$ cat config.mk
export PLATFORM = sky130hd
export DESIGN_NAME = vdp_vram_arbiter
export DESIGN_NICKNAME = d
export VERILOG_FILES = /design/src/rtl/vdp_vram_arbiter.sv
export SDC_FILE = /design/constraint.sdc
export NUM_CORES = 1
export LEC_CHECK = 0
export ABC_AREA = 1
export CAP_MARGIN = 10
export CELL_PAD_IN_SITES_DETAIL_PLACEMENT = 1
export CELL_PAD_IN_SITES_GLOBAL_PLACEMENT = 2
export CORE_ASPECT_RATIO = 2
export CORE_UTILIZATION = 16
export DETAILED_ROUTE_END_ITERATION = 6
export GPL_ROUTABILITY_DRIVEN = 0
export GPL_TIMING_DRIVEN = 1
export PLACE_DENSITY = 0.8
export SETUP_SLACK_MARGIN = 0.2
export SKIP_LAST_GASP = 1
export SLEW_MARGIN = 5
export SYNTH_ARGS = -nofsm -noshare
export SYNTH_HDL_FRONTEND = slang
export SYNTH_SLANG_ARGS = --single-unit
$ cat constraint.sdc
create_clock -name clk -period 1.95 [get_ports clk]
set_input_delay 0.585 -clock clk [delete_from_list [all_inputs] [get_ports clk]]
set_output_delay 0.585 -clock clk [all_outputs]
set_load 0.02 [all_outputs]
$ cat src/rtl/vdp_vram_arbiter.sv
// VRAM arbiter for the VDP: fixed fetch schedule in active display, sprite/CPU priority in blanking.
// Optional one-entry posted CPU write buffer when VRAM_CPU_WBUF_EN is defined.
module vdp_vram_arbiter #(
  parameter int H_ACTIVE = 256,
  parameter int V_ACTIVE = 192,
  parameter int ADDR_W   = 14
) (
  input  logic              clk,
  input  logic              rst,
  input  logic [9:0]        pixel_x,
  input  logic [9:0]        pixel_y,
  input  logic [ADDR_W-1:0] bg_a,
  input  logic              spr_req,
  input  logic [ADDR_W-1:0] spr_a,
  output logic              spr_gnt,
  output logic              spr_valid,
  input  logic              cpu_req,
  input  logic              cpu_we,
  input  logic [ADDR_W-1:0] cpu_addr,
  input  logic [7:0]        cpu_wdata,
  output logic              cpu_ack,
  output logic [7:0]        cpu_rdata,
  output logic [ADDR_W-1:0] vram_a,
  output logic              vram_we,
  output logic [7:0]        vram_wdata,
  input  logic [7:0]        vram_q
);

  typedef enum logic [1:0] {IDLE, PEND, RDATA, ACK} cpu_state_t;

  cpu_state_t        state_reg, state_next;
  logic [2:0]        phase_q;
  logic [ADDR_W-1:0] addr_l;
  logic              we_l;
  logic [7:0]        wdata_l;
  logic              active, free, cpu_pending, spr_win, cpu_go, pend_go, accept;

`ifdef VRAM_CPU_WBUF_EN
  logic              wb_full;
  logic [ADDR_W-1:0] wb_addr;
  logic [7:0]        wb_data;
  logic              wb_load;

  // Writes go to the buffer; only reads use the PEND path, and only once the buffer is drained.
  assign cpu_pending = wb_full || (state_reg == PEND);
  assign wb_load     = !rst && (state_reg == IDLE) && cpu_req && cpu_we && !wb_full;
  assign accept      = (state_reg == IDLE) && cpu_req && !cpu_we && !wb_full;
  assign pend_go     = cpu_go && !wb_full && (state_reg == PEND);
`else
  assign cpu_pending = (state_reg == PEND);
  assign accept      = (state_reg == IDLE) && cpu_req;
  assign pend_go     = cpu_go && (state_reg == PEND);
`endif

  assign active  = (pixel_x < 10'(H_ACTIVE)) && (pixel_y < 10'(V_ACTIVE));
  assign free    = (phase_q == 3'd2) || (phase_q == 3'd7);
  assign spr_win = !active && spr_req && !(cpu_pending && (phase_q == 3'd7));
  assign spr_gnt = spr_win && !rst;
  assign cpu_go  = !rst && cpu_pending && (active ? free : !spr_win);
  assign cpu_ack = !rst && (state_reg == ACK);

  always_comb begin
    vram_a     = bg_a;
    vram_we    = 1'b0;
    vram_wdata = '0;
    if (rst) begin
      vram_a = '0;
    end else if (spr_gnt) begin
      vram_a = spr_a;
`ifdef VRAM_CPU_WBUF_EN
    end else if (cpu_go && wb_full) begin
      vram_a     = wb_addr;
      vram_we    = 1'b1;
      vram_wdata = wb_data;
`endif
    end else if (pend_go) begin
      vram_a     = addr_l;
      vram_we    = we_l;
      vram_wdata = we_l ? wdata_l : 8'h00;
    end
  end

  always_comb begin
    state_next = state_reg;
    case (state_reg)
      IDLE: begin
        if (accept) state_next = PEND;
`ifdef VRAM_CPU_WBUF_EN
        if (wb_load) state_next = ACK;
`endif
      end
      PEND:    if (pend_go) state_next = we_l ? ACK : RDATA;
      RDATA:   state_next = ACK;
      ACK:     state_next = IDLE;
      default: state_next = IDLE;
    endcase
  end

  always_ff @(posedge clk) begin
    phase_q <= pixel_x[2:0];
    if (rst) begin
      state_reg <= IDLE;
      addr_l    <= '0;
      we_l      <= 1'b0;
      wdata_l   <= 8'h00;
      cpu_rdata <= 8'h00;
      spr_valid <= 1'b0;
    end else begin
      state_reg <= state_next;
      spr_valid <= spr_gnt;
      if (accept) begin
        addr_l  <= cpu_addr;
        we_l    <= cpu_we;
        wdata_l <= cpu_wdata;
      end
      // vram_q now carries the byte addressed in the previous (slot) cycle
      if (state_reg == RDATA) cpu_rdata <= vram_q;
    end
  end

`ifdef VRAM_CPU_WBUF_EN
  always_ff @(posedge clk) begin
    if (rst) begin
      wb_full <= 1'b0;
      wb_addr <= '0;
      wb_data <= 8'h00;
    end else if (wb_load) begin
      wb_full <= 1'b1;
      wb_addr <= cpu_addr;
      wb_data <= cpu_wdata;
    end else if (cpu_go && wb_full) begin
      wb_full <= 1'b0;
    end
  end
`endif

endmodule

**Word-level counts from Yosys, hierarchy flattened**

Index checks and enable logic that the tools add are counted.

- Magnitude comparators: 2
- Equality and inequality tests: 7
- Multiplexer cells: 15
- Reductions and logical operators: 17

Operators by type and width:

| kind | count |
|---|---|
| $mux 14 | 3 |
| $mux 8 | 4 |
| $logic_and 1x1->1 | 10 |
| $lt 10x8->1 const B | 1 |
| $lt 10x9->1 const B | 1 |
| $pmux 2 s4 | 1 |
| $mux 1 | 5 |
| $eq 2x2->1 const B | 2 |
| $logic_not 1->1 | 4 |
| $mux 2 | 2 |
| $eq 3x2->1 const B | 1 |
| $eq 3x3->1 const B | 1 |
| $eq 2x1->1 const B | 1 |
| $logic_not 2->1 | 1 |
| $ne 2x1->1 const B | 1 |
| $ne 2x2->1 const B | 1 |
| $reduce_and 2->1 | 1 |
| $logic_or 1x1->1 | 1 |

- Register bits: 37
- Input port bits: 83
- Output and inout bits: 34
- Word-level logic and storage cells: 48

**Logic depth before layout (Yosys ltp)**

Gate-level depths: netlist of the first run.

- Depth in word-level cells: 12
- Depth in mapped cells: 11
- Depth with buffers taken out: 11

**Least setup slack after synthesis of the first run**

OpenSTA, ideal clock, no wires.

- Path kind: input to output
- From: input pixel_y[9]
- To: output vram_a[10]
- Arrival: 1.671 ns
- Required time: 1.365 ns
- Slack: -0.306 ns
- Stages on the path: 7
- Path buffers: 0
- Path through: nor2_2 nand3_2 nand3_2 nand3_4 inv_4 nor2_1 o21ai_0

- Word-level cells in the longest chain between the ends: 12
- Elaborated cells between the ends (all ways): 13

RTL lines:

| element | RTL line | RTL |
|---|---|---|
| start, declared | 11 | `input logic [9:0] pixel_y,` |
| $lt 10x8->1 (*) | 55 | `assign active = (pixel_x < 10'(H_ACTIVE)) && (pixel_y < 10'(V_ACTIVE));` |
| $logic_and 1x1->1 (*) | 55 |  |
| $logic_not 1->1 | 57 | `assign spr_win = !active && spr_req && !(cpu_pending && (phase_q == 3'd7));` |
| $logic_and 1x1->1 (2 in a row) | 57 |  |
| $logic_not 1->1 | 59 | `assign cpu_go = !rst && cpu_pending && (active ? free : !spr_win);` |
| $mux 1 | 59 |  |
| $logic_and 1x1->1 | 59 |  |
| $logic_and 1x1->1 | 52 | `assign pend_go = cpu_go && (state_reg == PEND);` |
| $mux 14 | 76 | `end else if (pend_go) begin` |
| $mux 14 (*) | 68 | `end else if (spr_gnt) begin` |
| $mux 14 (*) | 66 | `if (rst) begin` |
| end, declared | 23 | `output logic [ADDR_W-1:0] vram_a,` |

Every way passes the cells marked *; elsewhere a longest branch is shown, timed or not.

**Worst setup path in the final report of the first run**

- From: input pixel_y[8]
- To: output vram_a[2]

The elaborated chain is that of the path after synthesis.

==> reports/summary.md, run 1 <==
- 2210 — via count of the routed design
- 24 — final-report setup violation count
- 1.36 ns — critical path required time
- primary input — type of element launching the critical path
- 5 — CTS buffer count
- 55 — site row count
- 34.3% — utilization after layout
- 0.00252 ns — clock skew after layout
- addr_l x14, cpu_rdata x8, wdata_l x8 — biggest registers after layout
- 421 MHz — maximum achievable frequency
- 6.97 um^2 — synthesized area per cell
- 0 — final global-route overflow total
- 2 — buffer levels on the longest clock path
- 108% — Area Overhead vs Synth
- 12 — Register-to-Register Path Depth
- 81 x nor2_1, 48 x o21ai_0, 38 x nand2_1 — top post-synthesis cells by count
- 0 — count of synthesis-stage warnings from yosys
- 12100 um — wire length of the first global-routing pass
- 5870 um — DP Wirelength
- 0 — # DRC
- buf_6 > nor2_4 > nand2_2 > nor2_2 > nand2_2 > nand3_4 > inv_4 > buf_12 > nor2_4 > o21ai_4 > buf_6 — cell chain of the critical path
- 0% — asr flop ratio synth
- nor2_1 — library cell with the highest instance count after synthesis
- 4.12 — vias per std cell
- 22.7% — clock share of power
- 78.5 um — horizontal die dimension
- 36.4% — switching share of total power
- negative setup slack — failing checks
- 0.33 ns — minimum setup slack among reg-to-reg paths
- 117 — number of top-level design ports
- 357 — post-synthesis net count
- -8.57 ns — Setup TNS Final
- 269 — Synth Instances
- 22 — Unique masters post-synth
- 0.28 ns — source-to-sink clock delay at the later pin of the worst-skew pair
- 0.15 ns — CP max stage delay
- addr_l — Top reg by flops
- 0.05 ns — Clk pin slew, worst setup/hold paths
- 0 — Fin. Hold Viols
- 0.00349 W — post-route total power
- 7640 um — wire length reported by the detailed router
- 12200 um^2 — area of the die
- state_reg[0]$_SDFFE_PP0P_ — RR Endpoint
- 34.4% — share of cells above drive strength 1
- 2 — number of stages on the worst hold path
- 45.7% — Logic pwr share
- in2out — worst setup path category
- 39.5% — share of the yosys chip area belonging to registers
- buf_12 — cell with the largest stage delay on the worst path
- 11 — Critical Path Stages
- 14.2 um — average detailed-routed wire length per instance
- 39.5% — top-area cell type share of the netlist area
- 25 — number of design-rule violations left by the first detailed-router iteration
- 0 — Antenna Violating Nets Remaining
- clkbuf_16 — CTS root buf
- primary output — critical path capture point type
- 0.516 mV — Worst VDD drop
- dfxtp_1 — most used flip-flop cell after synthesis
- 1.79 ns — arrival time reported for the critical path endpoint
- 105 — PortBufs
- -1.32 ns — pre-CTS worst setup slack
- 2.37 ns — final critical path time including I/O delays and setup
- 155 um — chip height
- 4 — worst path buffer plus inverter count
- 13.2% — Tot GR Track Use
- dfxtp_1 40%, nor2_1 16%, o21ai_0 13%, nand2_1 7.6%, nor2_2 4.3% — top cells by area in the synthesized netlist
- built — CTS tree
- 81.6% — worst slew slack as a fraction of its limit
- 0.00222 W — Internal Power
- 0 — max-capacitance violation count
- 0 — number of max-slew violations in the final report
- 4 — number of iterations in the first detailed-routing pass
- 16.5% — starting density of the core
- 481 — Nets
- dfxtp_1 — largest area contributor in the netlist
- -0.424 ns — worst path setup slack after routing
- simple AND/OR/NAND/NOR gates — top cell family by delay on the critical path
- reg2reg — kind of path behind the tightest hold check
- 0.276 ns — worst slew pin tran
- 1 — number of antenna violations at the first check in global routing
- 11400 um^2 — area of the placeable core
- 37 — flops & latches, synth
- 0.00127 W — P_sw
- 7 — worst-path fanout max
- 31.6% — fraction of power consumed by sequential logic
- 14 — max reg flops
- addr_l[8]$_SDFFE_PP0P_ — critical hold path startpoint
- 0 — count of flip-flops with a built-in enable after synthesis
- 0 — CTS Hold Buffers Added
- addr_l[8]$_SDFFE_PP0P_ — destination of the worst hold path
- state_reg[1]$_SDFFE_PP0P_ — source of the worst register-to-register timing path
- 523 — number of instances in the placed design
- 1.62 nW — leakage power figure
- 122% — fraction of the cycle the final worst path needs
- finished, violations left — run status
- yes — RSZ-0062 raised after global routing
- 2455 — number of global-route vias before repair
- 2 — H-tree Lvls
- 895 nW/um^2 — total power per unit cell area
- 37 — Clock Sinks
- 34 — largest net degree at the start of global routing
- 536 — Finished Layout Cells
- 1870 um^2 — Netlist Area Pre-Place
## how the worst max path moves through the flow
stage | start | to | slack (ns)
floorplan | pixel_x[8] | vram_a[0] | -0.15
global placement | pixel_x[8] | vram_a[0] | -1.30
detailed placement | pixel_y[9] | vram_a[2] | -1.32
CTS | state_reg[1]$_SDFFE_PP0P_ | vram_a[4] | -0.46
global route | state_reg[1]$_SDFFE_PP0P_ | vram_a[1] | -0.50
finish | pixel_y[8] | vram_a[2] | -0.42
## worst min-delay path: stages (launching register included)
cell,delay (ns)
dfxtp_1,0.32
nor2_1,0.05
nor2_1,0.08
## area by class of cell
type | count | area (um^2)
fillers | 1335 | 7460
clock buffers | 7 | 143
flip-flops and latches | 37 | 746
repair buffers | 129 | 1370
inverters | 13 | 51.3
well taps | 142 | 178
diodes | 1 | 2.50
multi-input cells | 207 | 1410
## cells in the final DEF, fill, tap and decap left out, drive strengths merged
cell type	synthesis	final
nand2	40	40
a31oi	1	1
a21oi	2	2
buf	3	54
diode	0	1
nand3	4	4
dfxtp	37	37
o21ai	59	59
nor2	94	94
clkbuf	9	9
ha	5	5
dlygate4sd2	0	10
nand3b	1	1
clkdlybuf4s50	0	63
nand4	1	1
inv	13	13
## metal layers
metal  up-vias  GRT usage [%]  wire length, um
met5         -              0                0
met4         0           7.32              269
met3        12           1.88              282
met2        65           27.7             4750
met1      1027           11.0             2340
li1       1106              -                -
## power groups by stage
stage               combinational (W)  clock (W)  sequential, W
floorplan                    0.000722          0        0.00115
CTS                           0.00158   0.000837        0.00110
detailed placement            0.00149          0        0.00111
global placement              0.00145          0        0.00110
finish                        0.00159   0.000792        0.00110
global route                  0.00175   0.000867        0.00114
## metrics by stage
stage	hold WS [ns]	cell area, um^2
floorplan	0.450	2060
global placement	0.464	3430
detailed placement	0.474	3430
CTS	0.487	3750
global route	0.504	3900
finish	0.478	3900
## cell families after synthesis
logic type / after synthesis / share of synthesized area, %
AOI/OAI and AO/OA: 62 / 18.8
buffers and inverters: 25 / 6.21
DFF: 37 / 39.5
adders and majority gates: 5 / 3.34
and+or+nand+nor: 140 / 32.2
## what timing repair did
action,CTS,global route
pin swaps,15,5
buffers inserted,2,2
cloned,1,0
setup endpoints to repair,36,25
gates resized for setup,224,39
Note: power is estimated with default switching activity, not from simulation.
==> run 2, diff against run 1 <==
==> constraint.sdc (replaced) <==
create_clock -name clk -period 1.95 [get_ports clk]
set_input_delay 0.585 -clock clk [delete_from_list [all_inputs] [get_ports clk]]
set_output_delay 0.585 -clock clk [all_outputs]
set_load 0.1 [all_outputs]
==> run 2 against run 1 <==
The flow still finishes with violations (negative setup slack). Sequential share of layout area shrank 1.2 points. Final area is 6.1% higher. Register-to-register slack worse by 0.09 ns. Global-route usage down 0.19 points. Cell count increased by 0.19%. Count of clock-buffer cells in the layout unchanged. Utilization is 2.1 points higher. Critical path depth decreased by 2. Setup slack worse by 0.083 ns. First-iteration DRC count rose to 2.7 times the previous value.
==> reports/summary.md, run 2 (synthesized netlist as in run 1, its figures left out) <==
- 2 — buffer levels on the longest clock path, unchanged
- finished, violations left — run status, unchanged
- buffers and inverters — top cell family by delay on the critical path, was simple AND/OR/NAND/NOR gates
- 0.398 ns — worst slew pin tran, was 0.276 ns
- nor2_1 — most common cell after layout, fill and taps aside, unchanged
- inv_2 > ha_4 > nand4_4 > buf_6 > nand3_4 > nand3_4 > buf_6 > nor2_2 > buf_12 — cell chain of the critical path, was buf_6 > nor2_4 > nand2_2 > nor2_2 > nand2_2 > nand3_4 > inv_4 > buf_12 > nor2_4 > o21ai_4 > buf_6
- 1.60 nW — leakage power figure, was 1.62 nW
- 0 — max-capacitance violation count, unchanged
- 10.4% — GR met1 Demand/Resource, was 11.0%
- 4 — worst path buffer plus inverter count, unchanged
- built — CTS tree, unchanged
- 7740 um — wire length reported by the detailed router, was 7640 um
- 4.17 — vias per std cell, was 4.12
- 0.677 mV — Worst VDD drop, was 0.516 mV
- 55 — site row count, unchanged
- primary output — critical path capture point type, unchanged
- 0 — CTS Hold Buffers Added, unchanged
- 14 — max reg flops, unchanged
- 14.4 um — average detailed-routed wire length per instance, was 14.2 um
- 1090 nW/um^2 — total power per unit cell area, was 895 nW/um^2
- clkbuf_16 — CTS root buf, unchanged
- 407 MHz — maximum achievable frequency, was 421 MHz
- 0.28 ns — source-to-sink clock delay at the later pin of the worst-skew pair, about the same
- 0 — number of max-slew violations in the final report, unchanged
- addr_l x14, cpu_rdata x8, wdata_l x8 — biggest registers after layout, unchanged
- 13.0% — Tot GR Track Use, was 13.2%
- 4130 um^2 — Non-Filler Cell Area, Final, was 3900 um^2
- 16.5% — starting density of the core, unchanged
- 11800 um — wire length of the first global-routing pass, was 12100 um
- addr_l — Top reg by flops, unchanged
- 1297 — fill cell total of the finished layout, was 1335
- 68 — number of design-rule violations left by the first detailed-router iteration, was 25
- 66 x nor2_1, 63 x clkdlybuf4s50_1, 37 x buf_12 — most frequent cells in the layout, was 68 x nor2_1, 63 x clkdlybuf4s50_1, 35 x dfxtp_1
- 1.36 ns — critical path required time, about the same
- 0 — # DRC, unchanged
- reg2out — worst setup path category, was in2out
- 155 um — chip height, unchanged
- 3720 um^2 — area post-placement, was 3430 um^2
- reg2reg — kind of path behind the tightest hold check, unchanged
- -0.507 ns — worst path setup slack after routing, was -0.424 ns
- 0.00663 ns — clock skew after layout, was 0.00252 ns
- 105 — PortBufs, unchanged
- 0 — antenna cells, was 1
- 27.8% — met2 Track Usage GR, was 27.7%
- met2 — busiest layer in global routing, unchanged
- yes — RSZ-0062 raised after global routing, unchanged
- 2359 — number of global-route vias before repair, was 2455
- 0.06 ns — Clk pin slew, worst setup/hold paths, was 0.05 ns
- 0 — Fin. Hold Viols, unchanged
- 2.76% — fraction of met3 tracks used by global routing, was 1.88%
- 1.87 ns — arrival time reported for the critical path endpoint, was 1.79 ns
- 11400 um^2 — area of the placeable core, unchanged
- 24 — final-report setup violation count, unchanged
- dfxtp_2 — cell with the largest stage delay on the worst path, was buf_12
- 24 — largest net degree at the start of global routing, was 34
- 36.4% — utilization after layout, was 34.3%
- 121% — Area Overhead vs Synth, was 108%
- 0 — number of antenna violations at the first check in global routing, was 1
- 0 — Antenna Violating Nets Remaining, unchanged
- 9 — worst-path fanout max, was 7
- 126% — fraction of the cycle the final worst path needs, was 122%
- 34.9% — share of cells above drive strength 1, was 34.4%
- 0.00449 W — post-route total power, was 0.00349 W
- 117 — number of top-level design ports, unchanged
- 78.5 um — horizontal die dimension, unchanged
- 0 — final global-route overflow total, unchanged
- 12200 um^2 — area of the die, unchanged
- 0.32 ns — CP max stage delay, was 0.15 ns
- 73.4% — worst slew slack as a fraction of its limit, was 81.6%
- 5 — CTS buffer count, unchanged
- 2237 — via count of the routed design, was 2210
- 2 — H-tree Lvls, unchanged
- 482 — Nets, was 481
- 37 — Clock Sinks, unchanged
- negative setup slack — failing checks, unchanged
- 0.485 ns — post-route worst hold slack, was 0.478 ns
- flip-flop — type of element launching the critical path, was primary input
- 4 — number of iterations in the first detailed-routing pass, unchanged
- 5980 um — DP Wirelength, was 5870 um
- 2.46 ns — final critical path time including I/O delays and setup, was 2.37 ns
[run 2: cell count changes in the layout (fill, tap and decap cells not counted), moves of 3 or more]
cell	delta
nand2_1	+15
nor2_4	-12
dlygate4sd2_1	-9
buf_4	+3
nand2_2	-4
o21ai_1	-8
nand2_4	-11
o21ai_4	+7
buf_12	+28
nor2_2	+14
buf_6	-23
[run 2: final timing paths]
check / from / endpoint / slack (ns) / cells past startpoint
worst min-delay path: wdata_l[2]$_SDFFE_PP0P_ / wdata_l[2]$_SDFFE_PP0P_ / 0.48 / 2
worst max-delay path: state_reg[1]$_SDFFE_PP0P_ / vram_wdata[6] / -0.51 / 9
worst max register to register: state_reg[1]$_SDFFE_PP0P_ / state_reg[0]$_SDFFE_PP0P_ / 0.24 / 11
worst min register to register: wdata_l[2]$_SDFFE_PP0P_ / wdata_l[2]$_SDFFE_PP0P_ / 0.48 / 2
[run 2: power by group]
group / switching, W / internal, W
sequential: 0.000179 / 0.000974
clock: 0.000307 / 0.000639
combinational: 0.00144 / 0.000949
total: 0.00193 / 0.00256
[run 2: repair_timing]
| action | in CTS | in global routing |
|---|---|---|
| setup endpoints to repair | 27 | 27 |
| buffers inserted | 2 | 2 |
| gates cloned | 2 | 1 |
| hold endpoints to repair | 0 | 0 |
| gates resized for setup | 57 | 20 |
| pin swaps | 22 | 17 |
[run 2: stage by stage]
step | TNS (ns) | setup WS [ns] | std cells
detailed placement | -19.98 | -0.890 | 522
floorplan | -11.68 | -0.534 | 269
global placement | -19.40 | -0.873 | 522
global route | -13.64 | -0.598 | 537
CTS | -12.01 | -0.533 | 534
finish | -11.30 | -0.507 | 537
[run 2: worst register-to-register path: stages (launching register included)]
cell     delay, ns
dfxtp_2       0.32
inv_2         0.07
ha_4          0.15
nand4_4       0.10
buf_6         0.14
nand3_4       0.07
nand3_4       0.17
buf_6         0.21
nand2_1       0.11
nand2_1       0.08
nor2_1        0.10
nor2_1        0.06
[run 2: cell type report]
cell class,instances,area (um^2),area share [%]
repair inverters,1,11.3,0.272
clock buffers,7,143,3.45
inverters,13,65.1,1.57
flip-flops and latches,37,743,18.0
clock inverters,1,30.0,0.726
well taps,142,178,4.30
multi-input cells,207,1350,32.5
repair buffers,129,1620,39.2
[run 2: layer usage]
metal | vias up | part of all wire, %
met5 | - | 0
met4 | 0 | 2.9
met3 | 12 | 4.2
met2 | 61 | 64
met1 | 1054 | 29
li1 | 1110 | -
